[src/rtl/spi_pkg.sv]
// rtl/spi_pkg.sv - shared types and constants for the mode-0 SPI responder
package spi_pkg;

    localparam int DATA_W_DEF      = 8;
    localparam int SYNC_STAGES_DEF = 2;

    // Levels the pad synchronizers hold while in reset (bus idle)
    localparam logic CS_IDLE   = 1'b1;
    localparam logic SCK_IDLE  = 1'b0;
    localparam logic MOSI_IDLE = 1'b0;

    typedef enum logic {
        IDLE   = 1'b0,
        ACTIVE = 1'b1
    } spi_state_t;

endpackage

[src/rtl/spi_sync_edge.sv]
// rtl/spi_sync_edge.sv - pad synchronizer with registered rise/fall pulses
module spi_sync_edge #(
    parameter int   SYNC_STAGES = 2,
    parameter logic RESET_VAL   = 1'b0
) (
    input  logic clk,
    input  logic reset_l,
    input  logic din,
    output logic level,
    output logic rise,
    output logic fall
);

    logic [SYNC_STAGES-1:0] sync;
    logic                   prev;

    assign level = sync[SYNC_STAGES-1];

    always_ff @(posedge clk or negedge reset_l) begin
        if (!reset_l) begin
            sync <= {SYNC_STAGES{RESET_VAL}};
            prev <= RESET_VAL;
            rise <= 1'b0;
            fall <= 1'b0;
        end else begin
            sync <= (sync << 1) | SYNC_STAGES'(din);
            prev <= sync[SYNC_STAGES-1];
            rise <= sync[SYNC_STAGES-1] & ~prev;
            fall <= ~sync[SYNC_STAGES-1] & prev;
        end
    end

endmodule

[src/rtl/spi_slave.sv]
// rtl/spi_slave.sv - oversampled mode-0 SPI responder with one-deep tx holding buffer
module spi_slave
    import spi_pkg::*;
#(
    parameter int DATA_W      = DATA_W_DEF,
    parameter int SYNC_STAGES = SYNC_STAGES_DEF
) (
    input  logic              clk,
    input  logic              reset_l,
    input  logic              SPI_Clk,
    input  logic              SPI_CS,
    input  logic              SPI_MOSI,
    output logic              SPI_MISO,
    output logic              SPI_MISO_oe,
    output logic [DATA_W-1:0] rx_data,
    output logic              rx_valid,
    input  logic [DATA_W-1:0] tx_data,
    input  logic              tx_load,
    output logic              tx_ready,
    output logic              tx_underrun,
    output logic              busy
);

    localparam int CNT_W = (DATA_W > 1) ? $clog2(DATA_W) : 1;

    logic sck_rise, sck_fall, sck_level_unused;
    logic cs_rise, cs_fall, cs_level_unused;
    logic mosi_level, mosi_rise_unused, mosi_fall_unused;

    spi_sync_edge #(.SYNC_STAGES(SYNC_STAGES), .RESET_VAL(SCK_IDLE)) u_sync_sck (
        .clk     (clk),
        .reset_l (reset_l),
        .din     (SPI_Clk),
        .level   (sck_level_unused),
        .rise    (sck_rise),
        .fall    (sck_fall)
    );

    spi_sync_edge #(.SYNC_STAGES(SYNC_STAGES), .RESET_VAL(CS_IDLE)) u_sync_cs (
        .clk     (clk),
        .reset_l (reset_l),
        .din     (SPI_CS),
        .level   (cs_level_unused),
        .rise    (cs_rise),
        .fall    (cs_fall)
    );

    spi_sync_edge #(.SYNC_STAGES(SYNC_STAGES), .RESET_VAL(MOSI_IDLE)) u_sync_mosi (
        .clk     (clk),
        .reset_l (reset_l),
        .din     (SPI_MOSI),
        .level   (mosi_level),
        .rise    (mosi_rise_unused),
        .fall    (mosi_fall_unused)
    );

    spi_state_t         state;
    logic [CNT_W-1:0]   bit_cnt;
    logic [DATA_W-1:0]  rx_shift;
    logic [DATA_W-1:0]  tx_shift;
    logic [DATA_W-1:0]  tx_buf;
    logic               buf_full;
    logic               skip_fall;
    logic               last_bit;
    logic               boundary;

    always_comb begin
        last_bit = (bit_cnt == CNT_W'(DATA_W - 1));
        boundary = 1'b0;
        if (state == IDLE)
            boundary = cs_fall;
        else
            boundary = !cs_rise && sck_rise && last_bit;
    end

    assign tx_ready = ~buf_full;
    assign SPI_MISO = SPI_MISO_oe & tx_shift[DATA_W-1];

    always_ff @(posedge clk or negedge reset_l) begin
        if (!reset_l) begin
            state       <= IDLE;
            bit_cnt     <= '0;
            rx_shift    <= '0;
            tx_shift    <= '0;
            tx_buf      <= '0;
            buf_full    <= 1'b0;
            skip_fall   <= 1'b0;
            rx_data     <= '0;
            rx_valid    <= 1'b0;
            tx_underrun <= 1'b0;
            SPI_MISO_oe <= 1'b0;
            busy        <= 1'b0;
        end else begin
            rx_valid    <= 1'b0;
            tx_underrun <= 1'b0;

            // An empty buffer always accepts, even on a frame boundary
            if (tx_load && !buf_full) begin
                tx_buf   <= tx_data;
                buf_full <= 1'b1;
            end

            case (state)
                IDLE: begin
                    if (cs_fall) begin
                        state       <= ACTIVE;
                        SPI_MISO_oe <= 1'b1;
                        busy        <= 1'b1;
                        bit_cnt     <= '0;
                        skip_fall   <= 1'b0;
                    end
                end
                ACTIVE: begin
                    if (cs_rise) begin
                        state       <= IDLE;
                        SPI_MISO_oe <= 1'b0;
                        busy        <= 1'b0;
                        bit_cnt     <= '0;
                        rx_shift    <= '0;
                        skip_fall   <= 1'b0;
                    end else if (sck_rise) begin
                        rx_shift <= {rx_shift[DATA_W-2:0], mosi_level};
                        if (last_bit) begin
                            bit_cnt   <= '0;
                            rx_data   <= {rx_shift[DATA_W-2:0], mosi_level};
                            rx_valid  <= 1'b1;
                            skip_fall <= 1'b1;
                        end else begin
                            bit_cnt   <= bit_cnt + CNT_W'(1);
                            skip_fall <= 1'b0;
                        end
                    end else if (sck_fall) begin
                        // The fall right after a boundary must keep the freshly loaded MSB
                        if (skip_fall)
                            skip_fall <= 1'b0;
                        else
                            tx_shift <= tx_shift << 1;
                    end
                end
                default: state <= IDLE;
            endcase

            if (boundary) begin
                if (buf_full) begin
                    tx_shift <= tx_buf;
                    buf_full <= 1'b0;
                end else begin
                    tx_shift    <= '0;
                    tx_underrun <= 1'b1;
                end
            end
        end
    end

endmodule

[config.mk]
export PLATFORM = sky130hd
export DESIGN_NAME = spi_slave
export DESIGN_NICKNAME = d
export VERILOG_FILES = /design/src/rtl/spi_pkg.sv /design/src/rtl/spi_sync_edge.sv /design/src/rtl/spi_slave.sv
export SDC_FILE = /design/constraint.sdc
export NUM_CORES = 1
export LEC_CHECK = 0
export ABC_CLOCK_PERIOD_IN_PS = 1780
export BUFFER_PORTS_ARGS = -buffer_cell sky130_fd_sc_hd__buf_2
export CELL_PAD_IN_SITES_DETAIL_PLACEMENT = 0
export CELL_PAD_IN_SITES_GLOBAL_PLACEMENT = 1
export CORE_MARGIN = 2
export CORE_UTILIZATION = 45
export DETAILED_ROUTE_END_ITERATION = 16
export GPL_TIMING_DRIVEN = 0
export PLACE_DENSITY_LB_ADDON = 0.1
export SLEW_MARGIN = 20
export SYNTH_ARGS = -nofsm -noshare
export SYNTH_HDL_FRONTEND = slang
export SYNTH_SLANG_ARGS = --single-unit
[constraint.sdc]
create_clock -name clk -period 1.78 [get_ports clk]
set_input_delay 0.356 -clock clk [delete_from_list [all_inputs] [get_ports clk]]
set_output_delay 0.356 -clock clk [all_outputs]
set_load 0.02 [all_outputs]
==> impl_metrics.json, run 1 <==
{
  "synth_adder_area_share_pct": 1.22,
  "cp_num_cells": 4,
  "muxShareOfSynthArea_pct": 6.41,
  "p_per_area_nw_per_um2": 1310,
  "p_int_mw": 2.17,
  "critPathTopFamily": "compound AO/OA/AOI/OAI gates",
  "chipHeight_um": 71.5,
  "crit_slowest_cell": "or4b_4",
  "ys_seq_area_share_pct": 63.6,
  "fin_util_pct": 54.3,
  "power_frac_comb_pct": 26.7,
  "p_leak_nw": 1.20,
  "yosysUniqueCellTypes": 30,
  "syn-cell-area_um2": 2050,
  "async_flop_share_pct": 100,
  "setup.worst_path.class": "reg2reg",
  "hp-class": "in2async",
  "power.net_switching_uw": 950,
  "cts_tree": "done",
  "numCtsBuffers": 5,
  "slowest_delay_ns": 0.52,
  "synth_area_per_cell_um2": 12.5,
  "fin_cells": 254,
  "clk_latency_ns": 0.30,
  "dp.cells": 243,
  "syn_nets": 180,
  "ant_nets": 0,
  "vias": 1356,
  "synth-seq-cells": 52,
  "end_kind": "flop",
  "rsz0062_at_grt": "false",
  "worst-path-buf-inv": 1,
  "crit_fanout": 8,
  "post-place-ws_ns": -0.0800,
  "worstPathArrival_ns": 1.88,
  "yosys-top-cells-count": "dfrtp_1, inv_1, nand2_1",
  "start_util_pct": 46.8,
  "cp_cell_sequence": "buf_6, or4b_4, a31o_4, a222oi_1",
  "synth_xor_area_share_pct": 0,
  "cap_violations": 0,
  "place_congestion": 0.766,
  "synth_area_leaders": "dfrtp_1, mux2_2, dfstp_2, a222oi_1, inv_1",
  "yosys.area_share.simple_pct": 8.97,
  "clk_pin_slew_ns": 0.09,
  "setup_slack_ns": 0.0964,
  "overflow": 0,
  "synth_compound_area_share_pct": 13.6,
  "postLayoutCellArea_um2": 2380,
  "yosysMostFrequentCell": "dfrtp_1",
  "htree_num_levels": 2,
  "pwr-share-clk_pct": 20.4,
  "required_ns": 1.97,
  "synth_top_area_share_pct": 59.8,
  "grt_pass1_vias": 1343,
  "multiInputGateArea_um2": 641,
  "drive_gt1_share_pct": 29.2,
  "cts-hold-fix-buffers": 0,
  "diodes": 0,
  "design_power_total_mw": 3.12,
  "yosysTopAreaCell": "dfrtp_1",
  "first_iter_violations": 89,
  "cts_sinks": 52,
  "placed_area_um2": 2250,
  "slew_violations": 0,
  "fp.dieW_um": 71.5,
  "io_buffer_count": 27,
  "drt_drc_violations_left": 0,
  "area_growth_pct": 16.0,
  "grt_pass1_wl_um": 6290,
  "synth_ff_type": "dfrtp_1",
  "power_frac_seq_pct": 52.9,
  "setup_viol": 0,
  "root_buffer": "clkbuf_8",
  "clock_path_buffers": 2,
  "worstMarginPinSlew_ns": 0.643,
  "routed_wl_um": 3640,
  "synth-edff-count": 0,
  "grt_start_max_net_pins": 53,
  "post-route-min-period_ns": 1.68,
  "pin_count": 28,
  "synthCells": 164,
  "fin_crit_sh_pct": 94.6,
  "worst-r2r-cell-count": 4,
  "fmax_mhz": 594,
  "status": "completed",
  "drt-pass1-iter-count": 4,
  "slew_headroom_pct": 57.2,
  "finalHoldViolations": 0,
  "fin_nets": 217,
  "hpwl_um": 2490,
  "seqCellArea_um2": 1310,
  "num_rows": 24,
  "dieArea_um2": 5110,
  "synth_top_family_by_area": "compound AO/OA/AOI/OAI gates",
  "antenna_found_initial": 0,
  "track_usage_pct": 15.9,
  "cp-start-kind": "flop",
  "clock_skew_ns": 0.00833,
  "ys_warn_count": 0,
  "switching_share_pct": 30.5,
  "ir_drop_uv": 566,
  "coreArea_um2": 4380,
  "fill_cells": 395,
  "wl_per_cell_um": 14.3,
  "viasPerCell": 5.34
}
-- metal layers --
layer  track usage [%]  routed length, µm  share of wire, %
met2              26.1               1720                47
met1              20.4               1710                47
met3              4.78                158               4.3
met4              5.03                 51               1.4
met5                 0                  0                 0
-- stage by stage --
stage                     setup TNS [ns]  hold slack (ns)
final                                  0           0.0674
after global routing                   0            0.120
after floorplan                        0           0.0604
after CTS                              0            0.140
after global placement           -0.0274            0.339
after detailed placement          -0.149            0.339
-- state kept, by name, indices dropped and copies added (netlist names) --
| register | cells |
|---|---|
| bit_cnt | 3 |
| skip_fall | 1 |
| rx_valid | 1 |
| buf_full | 1 |
| tx_underrun | 1 |
| state | 1 |
| rx_shift | 7 |
| u_sync_sck.fall | 1 |
| rx_data | 8 |
| u_sync_mosi.sync | 2 |
| u_sync_sck.prev | 1 |
| busy | 1 |
| u_sync_cs.sync | 2 |
| u_sync_cs.prev | 1 |
| tx_shift | 8 |
| tx_buf | 8 |
| u_sync_cs.fall | 1 |
| u_sync_sck.rise | 1 |
| u_sync_sck.sync | 2 |
| u_sync_cs.rise | 1 |
-- cell usage in the layout (no fill, tap or decap), types with 2 or more instances in the layout --
cell type  count
mux2_2         9
buf_2         26
a222oi_1       7
nand2_1       18
o21ai_0       10
ha_1           2
o22ai_1        8
nor2b_1        5
inv_1         18
dfrtp_1       49
clkbuf_8       6
dfstp_2        3
buf_4          5
a2bb2oi_1      7
buf_6          2
clkbuf_1       6
mux2i_1        3
nor2_1         4
-- final cells by class --
cell class	instances	area share [%]
clock inverter	1	0.210
tap	52	2.74
clock buffer	7	3.21
inverter	18	2.84
multi-input combinational	86	26.9
buffer	8	2.47
timing repair buffer	30	6.73
sequential	52	54.9
-- worst register-to-register path, delay by kind of cell, from the launching register on --
kind	cells	cell delay [ns]
buffers and inverters	1	0.12
DFF	1	0.39
AOI/OAI and AO/OA	2	0.55
and+or+nand+nor	1	0.52
-- power by group through the flow --
stage          clock network [mW]  registers [mW]  logic (mW)
2_1_floorplan                   0            1.63       0.635
3_3_place_gp                    0            1.66       0.796
3_5_place_dp                    0            1.67       0.827
4_1_cts                     0.661            1.65       0.829
5_1_grt                     0.707            1.69       0.926
6_report                    0.636            1.65       0.833
-- kinds of logic (layout without fill, tap and decap cells) --
kind of cell / after synthesis / after routing
buffers and inverters: 26 / 64
adders and majority gates: 2 / 2
and+or+nand+nor: 34 / 34
muxes: 12 / 12
DFF: 52 / 52
AOI/OAI and AO/OA: 38 / 38
-- repair_timing --
| action | in CTS | in global routing |
|---|---|---|
| endpoints found under the setup margin | 8 | 6 |
| buffers inserted | 0 | 3 |
| pin swaps | 0 | 2 |
| gates resized for setup | 1 | 2 |
-- path summary, 6_finish.rpt --
check	from	to	slack (ns)
max	u_sync_cs.rise	tx_shift[7]	0.1
min	reset_l	rx_shift[4]	0.07
max reg2reg	u_sync_cs.rise	tx_shift[7]	0.1
min reg2reg	u_sync_mosi.sync[0]	u_sync_mosi.sync[1]	0.36
max in group asynchronous	reset_l	rx_valid	1.28
min in group clk	SPI_CS	u_sync_cs.sync[0]	0.15
Power figures use the tool's default switching activity.
==> inputs of run 2 (changes only) <==
--- a/config.mk
+++ b/config.mk
@@ -9,8 +9,8 @@
 export BUFFER_PORTS_ARGS = -buffer_cell sky130_fd_sc_hd__buf_2
 export CELL_PAD_IN_SITES_DETAIL_PLACEMENT = 0
 export CELL_PAD_IN_SITES_GLOBAL_PLACEMENT = 1
-export CORE_MARGIN = 2
 export CORE_UTILIZATION = 45
+export CTS_CLUSTER_DIAMETER = 100
 export DETAILED_ROUTE_END_ITERATION = 16
 export GPL_TIMING_DRIVEN = 0
 export PLACE_DENSITY_LB_ADDON = 0.1
==> run 2 against run 1 <==
  * Clock-buffer cell count unchanged
  * Utilization up 2.5 points
  * Routed wire length down 1.2%
  * Cell count up 2.8%
  * Register-to-register slack worse by 0.05 ns
  * Largest power group unchanged
  * Highest routed layer unchanged
==> impl_metrics.json, run 2 (synthesized netlist as in run 1, its figures left out) <==
{
  "status": "completed",
  "ant_nets": 0,
  "overflow": 0,
  "place_congestion": 0.696,
  "diodes": 0,
  "top_regs": "rx_data (8), tx_buf (8), tx_shift (8)",
  "clock_path_buffers": 2,
  "wl_per_cell_um": 13.8,
  "routed_wl_um": 3590,
  "critPathTopFamily": "compound AO/OA/AOI/OAI gates",
  "fin_crit_sh_pct": 97.1,
  "dp.cells": 245,
  "fmax_mhz": 578,
  "vias": 1361,
  "crit_slowest_cell": "or4b_4",
  "slowest_delay_ns": 0.52,
  "drt-pass1-iter-count": 4,
  "final_common_cell": "dfrtp_1",
  "worst-path-buf-inv": 1,
  "htree_num_levels": 2,
  "end_kind": "flop",
  "ir_drop_uv": 589,
  "p_per_area_nw_per_um2": 1270,
  "cts_sinks": 52,
  "final_cell_mix": "dfrtp_1, buf_2, inv_1, nand2_1, o21ai_0",
  "drive_gt1_share_pct": 31.1,
  "start_util_pct": 47.1,
  "coreArea_um2": 4350,
  "grt_start_max_net_pins": 23,
  "fp.dieW_um": 69.5,
  "required_ns": 1.96,
  "cp-start-kind": "flop",
  "setup_viol": 0,
  "hpwl_um": 2580,
  "clk_latency_ns": 0.30,
  "worstPathArrival_ns": 1.90,
  "design_power_total_mw": 3.13,
  "grt_pass1_vias": 1361,
  "cts_tree": "done",
  "track_usage_pct": 16.4,
  "numCtsBuffers": 5,
  "area_growth_pct": 20.5,
  "drt_drc_violations_left": 0,
  "rsz0062_at_grt": "false",
  "grt_pass1_wl_um": 6210,
  "cp_cell_sequence": "buf_6, or4b_4, a31o_4, a222oi_1",
  "fin_cells": 261,
  "fin_util_pct": 56.8,
  "num_rows": 24,
  "hp-class": "in2reg",
  "clock_skew_ns": 0.00821,
  "first_iter_violations": 99,
  "p_leak_nw": 1.25,
  "fin_nets": 224,
  "root_buffer": "clkbuf_8",
  "dieArea_um2": 4830,
  "slew_headroom_pct": 53.9,
  "io_buffer_count": 27,
  "finalHoldViolations": 0,
  "postLayoutCellArea_um2": 2470,
  "crit_fanout": 8,
  "setup.worst_path.class": "reg2reg",
  "cap_violations": 0,
  "viasPerCell": 5.21,
  "slew_violations": 0,
  "chipHeight_um": 69.5,
  "antenna_found_initial": 0,
  "clk_pin_slew_ns": 0.08,
  "post-route-min-period_ns": 1.73,
  "worstMarginPinSlew_ns": 0.690,
  "pin_count": 28,
  "placed_area_um2": 2310
}
run 2: cell count changes in the layout (fill, tap and decap cells not counted), sizes merged:
| cell | previous run | this run |
|---|---|---|
| buf | 33 | 39 |
| dlygate4sd3 | 0 | 1 |
run 2: path summary, 6_finish.rpt:
path	startpoint	end	slack (ns)	cells after the start
worst max-delay path	u_sync_cs.rise	tx_shift[1]	0.05	4
worst min-delay path	SPI_CS	u_sync_cs.sync[0]	0.15	1
worst max register to register	u_sync_cs.rise	tx_shift[1]	0.05	4
worst min register to register	u_sync_mosi.sync[0]	u_sync_mosi.sync[1]	0.36	0
max in group asynchronous	reset_l	u_sync_cs.sync[0]	0.74	3
min in group asynchronous	reset_l	rx_shift[6]	0.51	2
run 2: through the flow:
step / setup TNS [ns] / setup WS [ns] / hold slack [ns]
2_1_floorplan: 0 / 0.133 / 0.0604
3_3_place_gp: -0.00890 / -0.00890 / 0.332
3_5_place_dp: -0.118 / -0.0694 / 0.317
4_1_cts: 0 / 0.00231 / 0.139
5_1_grt: 0 / 0.00519 / 0.132
6_report: 0 / 0.0509 / 0.148
run 2: where the power goes:
group / total, mW / switching [mW] / internal, mW
Combinational: 0.857 / 0.439 / 0.418
Sequential: 1.64 / 0.147 / 1.49
Clock: 0.629 / 0.353 / 0.276
Total: 3.13 / 0.939 / 2.19
run 2: repair_timing:
item | 4_1_cts | 5_1_grt
hold buffers | 1 | 0
pin swaps | 0 | 2
endpoints found under the hold margin | 13 | 0
buffers inserted | 0 | 7
gates resized for setup | 1 | 2
endpoints found under the setup margin | 8 | 8
run 2: layout make-up:
type / instances / area, µm²
plain buffers: 8 / 58.8
clock buffers: 7 / 76.3
clock inverters: 1 / 5.00
fillers: 401 / 1880
inverters: 18 / 67.6
multi-input cells: 86 / 641
flip-flops and latches: 52 / 1310
well taps: 52 / 65.1
repair buffers: 37 / 253
run 2: layer usage:
| metal | GRT usage [%] | wire [µm] |
|---|---|---|
| met2 | 27.6 | 1760 |
| met3 | 3.78 | 127 |
| met5 | 0 | 0 |
| met1 | 20.2 | 1630 |
| met4 | 7.48 | 75 |
run 2: worst register-to-register path, cell delays in order (launching register included):
cell,delay [ns]
dfrtp_1,0.39
buf_6,0.12
or4b_4,0.52
a31o_4,0.27
a222oi_1,0.31
==> inputs of run 3 (changes only) <==
--- a/config.mk
+++ b/config.mk
@@ -17,4 +17,5 @@
 export SLEW_MARGIN = 20
 export SYNTH_ARGS = -nofsm -noshare
 export SYNTH_HDL_FRONTEND = slang
+export SYNTH_HIERARCHICAL = 1
 export SYNTH_SLANG_ARGS = --single-unit
==> run 3 against run 2 <==
  * The flow now finishes with violations (DRC)
  * Cell count rose by 3.1%
  * Utilization fell by 2.1 points
  * Cell area fell by 1.1%
  * Synthesized cell count increased by 10%
  * Worst setup slack better by 0.025 ns
  * Global-route usage increased by 1.1 points
  * Register-to-register slack improved by 0.03 ns
  * Sequential share of layout area is 0.59 points higher
  * Clock power increased by 1%
  * Clock-buffer cell count is the same
  * Maximum frequency increased by 1.5%
==> impl_metrics.json, run 3 <==
{
  "status": "finished, violations left",
  "p_int_mw": 2.13,
  "fp.dieW_um": 71.1,
  "setup_slack_ns": 0.0761,
  "hpwl_um": 2680,
  "syn-cell-area_um2": 2150,
  "ys_warn_count": 6,
  "slowest_delay_ns": 0.40,
  "chipHeight_um": 71.1,
  "worstMarginPinSlew_ns": 0.642,
  "p_leak_nw": 1.22,
  "grt_start_max_net_pins": 53,
  "synthCells": 181,
  "fin_nets": 233,
  "htree_num_levels": 2,
  "crit_slowest_cell": "dfrtp_1",
  "setup_viol": 0,
  "clk_latency_ns": 0.30,
  "clock_path_buffers": 2,
  "slew_headroom_pct": 57.2,
  "track_usage_pct": 17.5,
  "crit_top_cell": "ha_1",
  "fin_crit_sh_pct": 95.7,
  "root_buffer": "clkbuf_8",
  "drive_gt1_share_pct": 27.6,
  "design_power_total_mw": 3.07,
  "ant_nets": 0,
  "power_frac_comb_pct": 24.9,
  "power.net_switching_uw": 943,
  "rsz0062_at_grt": "false",
  "top_regs": "rx_data (8), tx_buf (8), tx_shift (8)",
  "first_iter_violations": 104,
  "viasPerCell": 5.33,
  "vias": 1433,
  "routed_wl_um": 3890,
  "overflow": 0,
  "num_rows": 24,
  "cp-start-kind": "flop",
  "coreArea_um2": 4470,
  "end_kind": "flop",
  "diodes": 0,
  "start_util_pct": 48.0,
  "numCtsBuffers": 5,
  "post-route-min-period_ns": 1.70,
  "syn_nets": 198,
  "crit_fanout": 10,
  "switching_share_pct": 30.7,
  "cap_violations": 0,
  "final_cell_mix": "dfrtp_1, buf_2, nand2_1",
  "cp_cell_sequence": "ha_1, ha_1, nand4b_2, buf_2, mux2_1",
  "antenna_found_initial": 0,
  "worst-path-buf-inv": 1,
  "pwr-share-clk_pct": 20.7,
  "final_common_cell": "dfrtp_1",
  "pin_count": 28,
  "io_buffer_count": 27,
  "drt_drc_violations_left": 3,
  "finalHoldViolations": 0,
  "power_frac_seq_pct": 54.4,
  "clk_pin_slew_ns": 0.08,
  "synth_area_per_cell_um2": 11.9,
  "hp-class": "in2async",
  "wl_per_cell_um": 14.5,
  "dieArea_um2": 5050,
  "fmax_mhz": 587,
  "required_ns": 1.97,
  "r2r_slack_ns": 0.08,
  "area_growth_pct": 13.8,
  "cts-hold-fix-buffers": 0,
  "ir_drop_uv": 619,
  "setup.worst_path.class": "reg2reg",
  "clock_skew_ns": 0.00718,
  "place_congestion": 0.751,
  "cts_tree": "done",
  "post-place-ws_ns": -0.0287,
  "worstPathArrival_ns": 1.89,
  "violations": "DRC",
  "p_per_area_nw_per_um2": 1260,
  "slew_violations": 0,
  "critPathTopFamily": "adder cells",
  "grt_pass1_wl_um": 6710,
  "drt-pass1-iter-count": 11,
  "cts_sinks": 52,
  "grt_pass1_vias": 1415
}
-- run 3: worst paths after layout --
kind,from,to,depth (start not counted)
setup / recovery,bit_cnt[0],rx_data[0],5
hold reg to reg,u_sync_mosi/sync[0],u_sync_mosi/sync[1],0
hold / removal,reset_l,rx_data[1],1
min in group clk,SPI_CS,u_sync_cs/sync[0],1
max in group asynchronous,reset_l,busy,1
setup reg to reg,bit_cnt[0],rx_data[0],5
-- run 3: what timing repair did --
item / CTS / global route
pin swaps: 1 / 0
buffers inserted: 1 / 0
endpoints found under the setup margin: 1 / 1
resized for setup: 1 / 1
-- run 3: layout make-up --
class,count,area (µm²)
plain buffers,12,67.6
multi-input cells,105,734
fillers,409,2030
well taps,52,65.1
repair buffers,28,145
flip-flops and latches,52,1310
inverters,12,45.0
clock buffers,7,76.3
clock inverters,1,5.00
-- run 3: worst register-to-register path, stage by stage, from the launching register on --
cell and delay [ns]:
dfrtp_1 0.40, ha_1 0.23, ha_1 0.20, nand4b_2 0.14, buf_2 0.27, mux2_1 0.35
-- run 3: metrics by stage --
stage	TNS [ns]	std cells	cell area (µm²)	utilization, %	hold slack (ns)
after floorplan	0	181	2150	-	0.0604
after global placement	0	260	2350	52.5	0.333
after detailed placement	-0.0287	260	2350	52.5	0.339
after CTS	0	269	2440	54.5	0.131
after global routing	0	269	2440	54.6	0.131
final	0	269	2440	54.6	0.0817
-- run 3: power by group through the flow --
stage / Clock (mW) / Combinational (mW) / Sequential, mW
after CTS: 0.666 / 0.773 / 1.67
after detailed placement: 0 / 0.768 / 1.69
after global placement: 0 / 0.731 / 1.67
after floorplan: 0 / 0.591 / 1.64
final: 0.635 / 0.766 / 1.67
after global routing: 0.703 / 0.858 / 1.72
-- run 3: layer usage --
layer | track usage (%) | vias up | share of wire, %
met5 | 0 | - | 0
met4 | 9.33 | 0 | 2.3
met3 | 3.42 | 9 | 3.8
met2 | 26.0 | 35 | 46
met1 | 24.5 | 693 | 48
li1 | - | 696 | -
